<file path="src/rtl/uart_pkg.sv">
// Shared types and constants for the UART transmitter: parity modes, FSM states, data-width bounds.
// ST_BREAK exists only when UART_TRANSMITTER_EX_BREAK_EN is defined.
package uart_pkg;

  localparam int DATA_BITS_MIN = 5;
  localparam int DATA_BITS_MAX = 9;

  typedef enum logic [2:0] {
    PAR_NONE  = 3'd0,
    PAR_EVEN  = 3'd1,
    PAR_ODD   = 3'd2,
    PAR_MARK  = 3'd3,
    PAR_SPACE = 3'd4
  } parity_e;

  typedef enum logic [2:0] {
    ST_IDLE   = 3'd0,
    ST_START  = 3'd1,
    ST_DATA   = 3'd2,
    ST_PARITY = 3'd3,
    ST_STOP   = 3'd4
`ifdef UART_TRANSMITTER_EX_BREAK_EN
    , ST_BREAK = 3'd5
`endif
  } state_e;

  // Parity bit over the low nbits of data for the given mode.
  function automatic logic parity_bit(input parity_e mode,
                                      input logic [DATA_BITS_MAX-1:0] data,
                                      input logic [3:0] nbits);
    logic x;
    logic r;
    x = 1'b0;
    for (int i = 0; i < DATA_BITS_MAX; i++) begin
      if (4'(i) < nbits) x = x ^ data[i];
      else x = x;
    end
    case (mode)
      PAR_EVEN:  r = x;
      PAR_ODD:   r = ~x;
      PAR_MARK:  r = 1'b1;
      default:   r = 1'b0;
    endcase
    return r;
  endfunction

endpackage

</file>
<file path="src/rtl/uart_baud_tick.sv">
// Bit-period timer: counts 0..divisor-1 (divisor 0 behaves as 1) and flags the final clock.
// clr restarts the period so a new bit begins on the following clock.
module uart_baud_tick #(
  parameter int BDWIDTH = 16
) (
  input  logic               clk,
  input  logic               reset_n,
  input  logic               clr,
  input  logic [BDWIDTH-1:0] divisor,
  output logic               tick
);

  localparam logic [BDWIDTH-1:0] ONE  = BDWIDTH'(1);
  localparam logic [BDWIDTH-1:0] ZERO = {BDWIDTH{1'b0}};

  logic [BDWIDTH-1:0] cnt_q, cnt_d, last_s;

  always_comb begin
    if (divisor == ZERO) last_s = ZERO;
    else last_s = divisor - ONE;
    tick = (cnt_q == last_s);
    if (clr) cnt_d = ZERO;
    else if (tick) cnt_d = ZERO;
    else cnt_d = cnt_q + ONE;
  end

  always_ff @(posedge clk or negedge reset_n) begin
    if (!reset_n) cnt_q <= ZERO;
    else cnt_q <= cnt_d;
  end

endmodule

</file>
<file path="src/rtl/uart_transmitter_ex.sv">
// Streaming UART transmitter with configurable framing; break generation is compiled in
// only when UART_TRANSMITTER_EX_BREAK_EN is defined.
module uart_transmitter_ex
  import uart_pkg::*;
#(
  parameter int BDWIDTH = 16,
  parameter int DWIDTH  = 9
) (
  input  logic               clk,
  input  logic               reset_n,
  input  logic               ctrl_init,
  input  logic [BDWIDTH-1:0] ctrl_baud_divisor,
  input  logic [3:0]         ctrl_data_bits,
  input  logic [2:0]         ctrl_parity_mode,
  input  logic               ctrl_stop_bits,
  input  logic               ctrl_break,
  input  logic [DWIDTH-1:0]  tx_data,
  input  logic               tx_valid,
  output logic               tx_ready,
  output logic               uart_txd,
  output logic               tx_busy
);

  state_e                   state_q, state_d;
  parity_e                  pmode_q, pmode_d, pmode_s;
  logic                     txd_q, txd_d;
  logic [3:0]               bit_cnt_q, bit_cnt_d;
  logic [DWIDTH-1:0]        sh_q, sh_d;
  logic [BDWIDTH-1:0]       div_q, div_d;
  logic [3:0]               nbits_q, nbits_d, nbits_s;
  logic                     par_bit_q, par_bit_d, stop2_q, stop2_d;
  logic                     tick_s, clr_s, last_stop_s, xfer_s, brk_enter_s, load_s;
  logic [DATA_BITS_MAX-1:0] data_ext_s;

  uart_baud_tick #(.BDWIDTH(BDWIDTH)) u_baud (
    .clk     (clk),
    .reset_n (reset_n),
    .clr     (clr_s),
    .divisor (div_q),
    .tick    (tick_s)
  );

  always_comb begin
    if ((ctrl_data_bits < 4'(DATA_BITS_MIN)) || (ctrl_data_bits > 4'(DWIDTH))) nbits_s = 4'(DWIDTH);
    else nbits_s = ctrl_data_bits;
    if (ctrl_parity_mode > 3'd4) pmode_s = PAR_NONE;
    else pmode_s = parity_e'(ctrl_parity_mode);
    data_ext_s = {DATA_BITS_MAX{1'b0}};
    data_ext_s[DWIDTH-1:0] = tx_data;
  end

  assign last_stop_s = (state_q == ST_STOP) && tick_s && (!stop2_q || (bit_cnt_q == 4'd1));
  assign tx_ready    = (state_q == ST_IDLE) || last_stop_s;
  assign xfer_s      = tx_valid && tx_ready;
  assign load_s      = (xfer_s || brk_enter_s) && !ctrl_init;
  assign tx_busy     = (state_q != ST_IDLE);
  assign uart_txd    = txd_q;

`ifdef UART_TRANSMITTER_EX_BREAK_EN
  logic       brk_hi_q, brk_hi_d, brk_done_s;
  logic [3:0] fb_s;
  // Break is measured against start + data + parity + stop bits of the settings latched on entry.
  assign fb_s        = 4'd2 + nbits_q + {3'b000, (pmode_q != PAR_NONE)} + {3'b000, stop2_q};
  assign brk_done_s  = (bit_cnt_q == fb_s) || (tick_s && (bit_cnt_q == (fb_s - 4'd1)));
  assign brk_enter_s = ctrl_break && !xfer_s && ((state_q == ST_IDLE) || last_stop_s);
`else
  logic unused_brk_s;
  assign unused_brk_s = ctrl_break;
  assign brk_enter_s  = 1'b0;
`endif

  always_comb begin
    state_d   = state_q;
    txd_d     = txd_q;
    sh_d      = load_s ? tx_data : sh_q;
    div_d     = load_s ? ctrl_baud_divisor : div_q;
    nbits_d   = load_s ? nbits_s : nbits_q;
    pmode_d   = load_s ? pmode_s : pmode_q;
    stop2_d   = load_s ? ctrl_stop_bits : stop2_q;
    par_bit_d = load_s ? parity_bit(pmode_s, data_ext_s, nbits_s) : par_bit_q;
    bit_cnt_d = load_s ? 4'd0 : bit_cnt_q;
    clr_s     = load_s || ctrl_init;
`ifdef UART_TRANSMITTER_EX_BREAK_EN
    brk_hi_d  = brk_hi_q;
`endif
    if (ctrl_init) begin
      state_d   = ST_IDLE;
      txd_d     = 1'b1;
      bit_cnt_d = 4'd0;
`ifdef UART_TRANSMITTER_EX_BREAK_EN
      brk_hi_d  = 1'b0;
`endif
    end else begin
      case (state_q)
        ST_IDLE: begin
          if (xfer_s) begin
            state_d = ST_START;
            txd_d   = 1'b0;
          end else if (brk_enter_s) begin
`ifdef UART_TRANSMITTER_EX_BREAK_EN
            state_d  = ST_BREAK;
            brk_hi_d = 1'b0;
`endif
            txd_d    = 1'b0;
          end else begin
            txd_d = 1'b1;
          end
        end
        ST_START: begin
          if (tick_s) begin
            state_d = ST_DATA;
            txd_d   = sh_q[0];
          end else state_d = ST_START;
        end
        ST_DATA: begin
          if (tick_s && (bit_cnt_q == (nbits_q - 4'd1))) begin
            bit_cnt_d = 4'd0;
            if (pmode_q != PAR_NONE) begin
              state_d = ST_PARITY;
              txd_d   = par_bit_q;
            end else begin
              state_d = ST_STOP;
              txd_d   = 1'b1;
            end
          end else if (tick_s) begin
            bit_cnt_d = bit_cnt_q + 4'd1;
            sh_d      = {1'b0, sh_q[DWIDTH-1:1]};
            txd_d     = sh_q[1];
          end else state_d = ST_DATA;
        end
        ST_PARITY: begin
          if (tick_s) begin
            state_d   = ST_STOP;
            txd_d     = 1'b1;
            bit_cnt_d = 4'd0;
          end else state_d = ST_PARITY;
        end
        ST_STOP: begin
          if (last_stop_s && xfer_s) begin
            state_d = ST_START;
            txd_d   = 1'b0;
          end else if (last_stop_s && brk_enter_s) begin
`ifdef UART_TRANSMITTER_EX_BREAK_EN
            state_d  = ST_BREAK;
            brk_hi_d = 1'b0;
`endif
            txd_d    = 1'b0;
          end else if (last_stop_s) begin
            state_d = ST_IDLE;
            txd_d   = 1'b1;
          end else if (tick_s) bit_cnt_d = 4'd1;
          else state_d = ST_STOP;
        end
`ifdef UART_TRANSMITTER_EX_BREAK_EN
        // Hold low for a full frame and until release, then one high stop bit.
        ST_BREAK: begin
          if (brk_hi_q) begin
            txd_d = 1'b1;
            if (tick_s) begin
              state_d  = ST_IDLE;
              brk_hi_d = 1'b0;
            end else state_d = ST_BREAK;
          end else if (brk_done_s && !ctrl_break) begin
            brk_hi_d = 1'b1;
            txd_d    = 1'b1;
            clr_s    = 1'b1;
          end else begin
            txd_d = 1'b0;
            if (tick_s && (bit_cnt_q != fb_s)) bit_cnt_d = bit_cnt_q + 4'd1;
            else bit_cnt_d = bit_cnt_q;
          end
        end
`endif
        default: begin
          state_d = ST_IDLE;
          txd_d   = 1'b1;
        end
      endcase
    end
  end

  always_ff @(posedge clk or negedge reset_n) begin
    if (!reset_n) begin
      state_q   <= ST_IDLE;
      txd_q     <= 1'b1;
      bit_cnt_q <= 4'd0;
      sh_q      <= {DWIDTH{1'b0}};
      div_q     <= {BDWIDTH{1'b0}};
      nbits_q   <= 4'(DWIDTH);
      pmode_q   <= PAR_NONE;
      par_bit_q <= 1'b0;
      stop2_q   <= 1'b0;
    end else begin
      state_q   <= state_d;
      txd_q     <= txd_d;
      bit_cnt_q <= bit_cnt_d;
      sh_q      <= sh_d;
      div_q     <= div_d;
      nbits_q   <= nbits_d;
      pmode_q   <= pmode_d;
      par_bit_q <= par_bit_d;
      stop2_q   <= stop2_d;
    end
  end

`ifdef UART_TRANSMITTER_EX_BREAK_EN
  always_ff @(posedge clk or negedge reset_n) begin
    if (!reset_n) brk_hi_q <= 1'b0;
    else brk_hi_q <= brk_hi_d;
  end
`endif

endmodule

</file>
<file path="config.mk">
export PLATFORM = sky130hd
export DESIGN_NAME = uart_transmitter_ex
export DESIGN_NICKNAME = d
export VERILOG_FILES = /design/src/rtl/uart_pkg.sv /design/src/rtl/uart_baud_tick.sv /design/src/rtl/uart_transmitter_ex.sv
export SDC_FILE = /design/constraint.sdc
export NUM_CORES = 1
export LEC_CHECK = 0
export ABC_AREA = 1
export BUFFER_PORTS_ARGS = -buffer_cell sky130_fd_sc_hd__buf_2
export CORE_ASPECT_RATIO = 0.9
export CORE_MARGIN = 2
export CORE_UTILIZATION = 60
export CTS_BUF_LIST = sky130_fd_sc_hd__clkbuf_16
export CTS_CLUSTER_DIAMETER = 30
export DETAILED_ROUTE_END_ITERATION = 7
export PLACE_DENSITY = 0.85
export SETUP_SLACK_MARGIN = 0.5
export SYNTH_ARGS = -nofsm -noshare
export SYNTH_HDL_FRONTEND = slang
export SYNTH_SLANG_ARGS = --single-unit
export TNS_END_PERCENT = 20
</file>
<file path="constraint.sdc">
create_clock -name clk -period 2.8 [get_ports clk]
set_input_delay 0.42 -clock clk [delete_from_list [all_inputs] [get_ports clk]]
set_output_delay 0.42 -clock clk [all_outputs]
set_load 0.01 [all_outputs]
</file>
* Word level (Yosys, flattened, before mapping)
Index checks and enable logic that the tools add are counted.
** Word-level totals
- Bits in registers :: 58
- Input bits :: 38
** Cells by class
- $add $sub $neg :: 4
- Magnitude comparators :: 12
- Equal/unequal tests :: 17
- Multiplexer cells :: 50
- Bitwise operators :: 9
- Reduce and logical (&&, ||, !) cells :: 18
** Operators with widths (count)
- 16-bit 2-to-1 mux :: 3
- 9-bit 2-to-1 mux :: 5
- 4-bit 2-to-1 mux :: 9
- 3-bit 2-to-1 mux :: 10
- 1-bit 2-to-1 mux :: 18
- 16-bit by 1-bit adder with 16-bit output, second input constant :: 1
- 16-bit == test :: 1
- 16-bit logical NOT :: 1
- 3-bit by 4-bit less-than comparator with 1-bit output, first input constant :: 4
- 16-bit by 1-bit subtractor with 16-bit output, second input constant :: 1
- 3-bit case mux with 5 select lines :: 1
- 3-bit by 2-bit == test with 1-bit output, second input constant :: 4
- 4-bit case mux with 3 select lines :: 1
- 3-bit != test, second input constant :: 3
- 1-bit by 4-bit less-than comparator with 1-bit output, first input constant :: 2
- 2-bit by 4-bit less-than comparator with 1-bit output, first input constant :: 2
- 4-bit != test, second input constant :: 2
- 1-bit bitwise XOR :: 8
- 3-bit by 1-bit == test with 1-bit output, second input constant :: 2
- 1-bit logical AND :: 6
- 3-bit nonzero test :: 2
- 5-bit by 4-bit != test with 1-bit output, second input constant :: 1
- 1-bit case mux with 5 select lines :: 1
- 4-bit by 1-bit adder with 4-bit output, second input constant :: 1
- other kinds (17) :: 21

* Logic depth before layout (Yosys ltp)
- Depth in word-level cells :: 23
- Gate-level depth with buffers :: 22

* By module
Synthesis repeated with hierarchy kept, for this count alone.
** Unflattened totals
- Cell total of the unflattened synthesis :: 600
- Area, all modules :: 3997.6 um2
** Modules (own cells, without submodules)
- uart_transmitter_ex :: instances 1, cells an instance 330, area each 2441.1 um2, seq. area each 1054.8 um2
- uart_baud_tick :: instances 1, cells an instance 270, area each 1556.5 um2, seq. area each 400.4 um2

* Worst setup path after synthesis
OpenSTA, ideal clock, no wires.
- Path kind :: register to register
- Start point :: register div_q[0]
- End point :: register sh_q[8]
- Setup time :: 0.120 ns
- Arrival :: 2.335 ns
- Data required time :: 2.680 ns
- Path slack :: 0.344 ns
- Stages on the path, launching flop included :: 16
- Path buffers :: 2
- Period minus slack after synthesis :: 2.456 ns
- Path through :: dfrtp_1 -> inv_1 -> ha_1 -> nand2_2 -> nor2_1 -> nand2_2 -> buf_2 -> nand3_1 -> xor2_1 -> inv_1 -> nor2_2 -> nand3_2 -> nand2_2 -> nand3_4 -> buf_2 -> o211a_1
** On the way
- Longest elaborated chain between the ends :: 13
** Ends and longest elaborated chain
- start, declared :: line uart_transmitter_ex.sv:29 : logic [BDWIDTH-1:0] div_q, div_d;
- start signal, assigned :: line uart_transmitter_ex.sv:188 : div_q <= {BDWIDTH{1'b0}};
- start signal, assigned :: line uart_transmitter_ex.sv:198 : div_q <= div_d;
- 16-bit by 1-bit subtractor with 16-bit output / 16-bit logical NOT (equally long branches) :: line uart_baud_tick.sv:20, uart_baud_tick.sv:19
- 16-bit 2-to-1 mux (*) :: line uart_baud_tick.sv:19 : if (divisor == ZERO) last_s = ZERO;
- 16-bit == test (*) :: line uart_baud_tick.sv:21 : tick = (cnt_q == last_s);
- 1-bit logical AND (*) (2 in a row) :: line uart_transmitter_ex.sv:52 : assign last_stop_s = (state_q == ST_STOP) && tick_s && (!stop2_q || (bit_cnt_q == 4'd1));
- 1-bit logical OR (*) :: line uart_transmitter_ex.sv:53 : assign tx_ready = (state_q == ST_IDLE) || last_stop_s;
- named net tx_ready :: line uart_transmitter_ex.sv:19 : output logic tx_ready,
- 1-bit logical AND (*) :: line uart_transmitter_ex.sv:54 : assign xfer_s = tx_valid && tx_ready;
- 1-bit logical AND (*) :: line uart_transmitter_ex.sv:55 : assign load_s = (xfer_s || brk_enter_s) && !ctrl_init;
- 9-bit 2-to-1 mux (*) :: line uart_transmitter_ex.sv:75 : sh_d = load_s ? tx_data : sh_q;
- 9-bit 2-to-1 mux :: line uart_transmitter_ex.sv:125 : end else if (tick_s) begin
- 9-bit 2-to-1 mux :: line uart_transmitter_ex.sv:116 : if (tick_s && (bit_cnt_q == (nbits_q - 4'd1))) begin
- 9-bit 2-to-1 mux :: line uart_transmitter_ex.sv:94 : case (state_q)
- 9-bit 2-to-1 mux (*) :: line uart_transmitter_ex.sv:86 : if (ctrl_init) begin
- named net sh_d[8] :: line uart_transmitter_ex.sv:28 : logic [DWIDTH-1:0] sh_q, sh_d;
- end signal, assigned :: line uart_transmitter_ex.sv:187 : sh_q <= {DWIDTH{1'b0}};
- end, declared :: line uart_transmitter_ex.sv:28
Mark *: on every way through the listed nets, which the timed path passes. The rest lies on a longest branch.
A chain may end at the register's enable or synchronous reset.

* Final worst setup path
- Start point :: register div_q[6]
- End point :: register bit_cnt_q[2]
** On the way
- Longest elaborated chain between the ends :: 14
** Ends and longest elaborated chain
- 16-bit by 1-bit subtractor with 16-bit output / 16-bit logical NOT (equally long branches) :: line uart_baud_tick.sv:20, uart_baud_tick.sv:19
- 16-bit 2-to-1 mux (*) :: line uart_baud_tick.sv:19
- 16-bit == test (*) :: line uart_baud_tick.sv:21
- 1-bit logical AND (2 in a row) :: line uart_transmitter_ex.sv:52
- 1-bit logical OR :: line uart_transmitter_ex.sv:53
- 1-bit logical AND :: line uart_transmitter_ex.sv:54
- 1-bit logical AND :: line uart_transmitter_ex.sv:55
- 4-bit 2-to-1 mux :: line uart_transmitter_ex.sv:81 : bit_cnt_d = load_s ? 4'd0 : bit_cnt_q;
- 4-bit 2-to-1 mux :: line uart_transmitter_ex.sv:151 : end else if (tick_s) bit_cnt_d = 4'd1;
- 4-bit 2-to-1 mux :: line uart_transmitter_ex.sv:148 : end else if (last_stop_s) begin
- 4-bit 2-to-1 mux :: line uart_transmitter_ex.sv:139 : if (last_stop_s && xfer_s) begin
- 4-bit case mux with 3 select lines (*) :: line uart_transmitter_ex.sv:94
- 4-bit 2-to-1 mux (*) :: line uart_transmitter_ex.sv:86
- named net bit_cnt_d[2] :: line uart_transmitter_ex.sv:27 : logic [3:0] bit_cnt_q, bit_cnt_d;
- end signal, assigned :: line uart_transmitter_ex.sv:196 : bit_cnt_q <= bit_cnt_d;
- end, declared :: line uart_transmitter_ex.sv:27
Marks and branches as above.

==> metrics.md <==
| Metric | Value |
|---|---|
| PwrDens | around 620 mW/mm^2 |
| Inserted Diodes | 0 |
| Fin util | a little under nine tenths |
| H-tree levels | 3 |
| P_int | about 2.1 mW |
| Layout cells sized above 1 | 29.7% |
| Post-DR vias/cell | roughly 6.4 |
| Final ANT Viol Nets | 0 |
| Worst min path class | primary input to asynchronous set/reset pin |
| Cell Rows | 27 |
| Combinational power share | between 30% and 40% |
| Commonest cells in the netlist | nand2_1, nor2_1, inv_1, dfrtp_1, nand3_1 |
| Syn Nets | between 600 and 700 |
| Most area-consuming cells after synthesis | dfrtp_1, nand2_1, nor2_1 |
| Wirelength, routed | between 10 and 15 mm |
| Switching Share | 35.4% |
| Worst setup margin | -320 ps |
| Design Area, Final | 0.00533 sq mm |
| Fin cells | 746 |
| Multi-input logic area | about 0.0024 sq mm |
| Clk sinks | 58 |
| Pin count of the biggest net entering global routing | 23 |
| CP Launch Type | flip-flop |
| DP Area | approximately 0.0043 sq mm |
| FFs w/ async S/R, synth | 100% |
| TritonCTS clock tree | built |
| Ports | 41 |
| Main flop type after synthesis | dfrtp_1 |
| First-pass GRT wire length | 17.4 mm |
| Root buf cell | clkbuf_16 |
| Total grt overflow | 0 |
| Die ar. | approximately 0.007 sq mm |
| CTS max path bufs | 2 |
| CP max FO | 7 |
| Seq pwr share | 31.3% |
| Final hold viol count | 0 |
| Max_cap viols | 0 |
| Vias in the first global route | slightly below 4k |
| Worst VDD drop | between 0.0003 and 0.0004 V |
| Crit. End Element | flip-flop |
| Routed WL per cell | 19.6 um |
| Max Fclk | 321 MHz |
| Slew HR | between 50% and 60% |
| Synth area leader | dfrtp_1 |
| Antenna violations before repair | 0 |
| Sequential cell area fraction in the yosys report | 37.3% |
| TritonRoute pass-1 iters | 8 |
| Final period utilization | 111% |
| Final Max Slew Viols | 0 |
| Crit path DAT | ~3300 ps |
| Mapped Cells | 570 |
| Outcome | finished, violations left |
| Layout net count | ~700 |
| Violated checks | design-rule violations, negative setup slack |
| Final setup violation count | 58 |
| Routed via count | between 4k and 5k |
| Total negative slack | -10,880 ps |
| EDFF count, synth | 0 |
| Warnings, synthesis | 0 |
| Drt first-iter violations | 849 |
| Final Skew | about 7 ps |
| Gpl congestion | about 0.94 |
| P_leak | approximately 2.6 nW |
| Clk Latency, worst-skew pair | 340 ps |
| GRT Total Usage | around a third |
| IO Port Bufs | 39 |
| Setup CP Type | flip-flop to flip-flop |
| Power Total | about 3.3 mW |
| Top-area cell type share of the netlist area | a little over a third |
| RSZ-0062 raised after global routing | true |
| Clk pin slew, worst setup/hold paths | around 60 ps |
| Drc violations | 17 |
| Mean post-synth cell area | just under 7 sq um |
| Die Y | about 80 um |
| Area Overhead vs Synth | 36.6% |
| Flops & latches, synth | 58 |
| HPWL after detailed placement | around 6.8 mm |
| Clock power frac | between 30 and 40% |
| Mapped cell area | 0.00390 sq mm |
| Crit path time final | slightly above 3000 ps |
| Cts bufs inserted | 9 |
| Worst endpoint required time | roughly 3000 ps |
| Fillers | about 310 |
| P_sw | 1.16 mW |
| Core box area | 0.00622 sq mm |
| Chip Width | roughly 89 um |
| Post-placement cell count | slightly below 700 |
| Yosys cell types | 38 |
| Most numerous cell in the Yosys netlist | nand2_1 |
| Worst slew pin tran | about 700 ps |
| Register area | ~0.0015 sq mm |
| Starting density of the core | between 60% and 70% |
==> routing by layer <==
metal	vias up	track usage [%]	part of all wire, %
met5	-	0	0
met4	0	16.0	7.6
met3	177	10.2	13
met2	440	50.9	44
met1	2155	39.0	36
li1	1995	-	-
==> worst max-delay path, stage by stage, from the launching register on <==
cell     delay [ps]
dfrtp_1         440
nor2_1          300
nand2_2         140
nor2_4          190
buf_4           160
nand3_1          80
nand3_1         130
xor2_1          260
nand2_1         150
nor2_4          140
buf_4           120
nand2_4          90
inv_4            90
nand2_1          70
o21ai_0         100
nand2_1         150
o21ai_1         270
nor2_1          100
==> layout make-up <==
| cell class | instances | share of cell area [%] |
|---|---|---|
| multi-input combinational | 424 | 45.4 |
| inverter | 75 | 5.43 |
| clock buffer | 9 | 4.23 |
| clock inverter | 7 | 1.79 |
| timing repair buffer | 86 | 13.7 |
| tap | 87 | 2.04 |
| sequential | 58 | 27.4 |
==> power by group through the flow <==
stage	clock network, mW	logic, mW	registers (mW)
2_1_floorplan	0	0.493	1.00
3_3_place_gp	0	0.634	1.02
6_report	1.22	1.04	1.03
4_1_cts	1.19	0.772	1.01
3_5_place_dp	0	0.654	1.02
5_1_grt	1.25	1.10	1.03
==> flip-flops by register name, indices dropped and copies added (netlist names) <==
register and flops:
u_baud.cnt_q 16, state_q 3, uart_txd 1, div_q 16, nbits_q 4, bit_cnt_q 4, stop2_q 1, par_bit_q 1
pmode_q 3, sh_q 9
==> through the flow <==
stage	hold slack [ps]	setup slack (ps)
3_5_place_dp	431	21.6
4_1_cts	83.7	33.2
5_1_grt	111	-423
2_1_floorplan	124	473
3_3_place_gp	428	114
6_report	89.5	-320
==> cells by family (layout without fill, tap and decap cells) <==
family,Yosys count,after routing,share of synthesized area [%]
xor gates and xnor gates,26,26,5.84
AOI/OAI and AO/OA,58,58,8.06
buffers and inverters,88,177,9.57
and+or+nand+nor,334,334,37.3
muxes,1,1,0.257
DFF,58,58,37.3
adders and majority gates,5,5,1.61
==> path summary, 6_finish.rpt <==
kind / startpoint / endpoint / slack [ps] / depth (start not counted)
max: div_q[6] / bit_cnt_q[2] / -320 / 17
min: reset_n / state_q[1] / 90 / 1
max reg2reg: div_q[6] / bit_cnt_q[2] / -320 / 17
min reg2reg: u_baud.cnt_q[0] / u_baud.cnt_q[0] / 500 / 1
max in group asynchronous: reset_n / nbits_q[3] / 1960 / 2
min in group clk: ctrl_baud_divisor[2] / div_q[2] / 270 / 3
==> layout by cell type (no fill, tap or decap), drive strengths merged, types with 2 or more instances in the layout <==
| cell type | instances |
|---|---|
| nand4 | 14 |
| nand3 | 52 |
| xor2 | 20 |
| dfrtp | 55 |
| dfstp | 3 |
| o22ai | 8 |
| o21ai | 33 |
| o211ai | 2 |
| and2 | 2 |
| nand2 | 160 |
| a21oi | 12 |
| nor3b | 3 |
| nor3 | 12 |
| inv | 74 |
| buf | 85 |
| bufinv | 2 |
| ha | 5 |
| nor2 | 87 |
| clkbuf | 10 |
| clkinvlp | 3 |
| xnor2 | 6 |
| clkinv | 3 |
| or2 | 2 |
==> timing repair <==
| action | CTS | global route |
|---|---|---|
| buffers inserted | 16 | 15 |
| hold buffers | 0 | 0 |
| endpoints found under the setup margin | 59 | 59 |
| pin swaps | 16 | 29 |
| cloned | 4 | 1 |
| resized for setup | 33 | 85 |
Note: power is estimated with default switching activity, not from simulation.
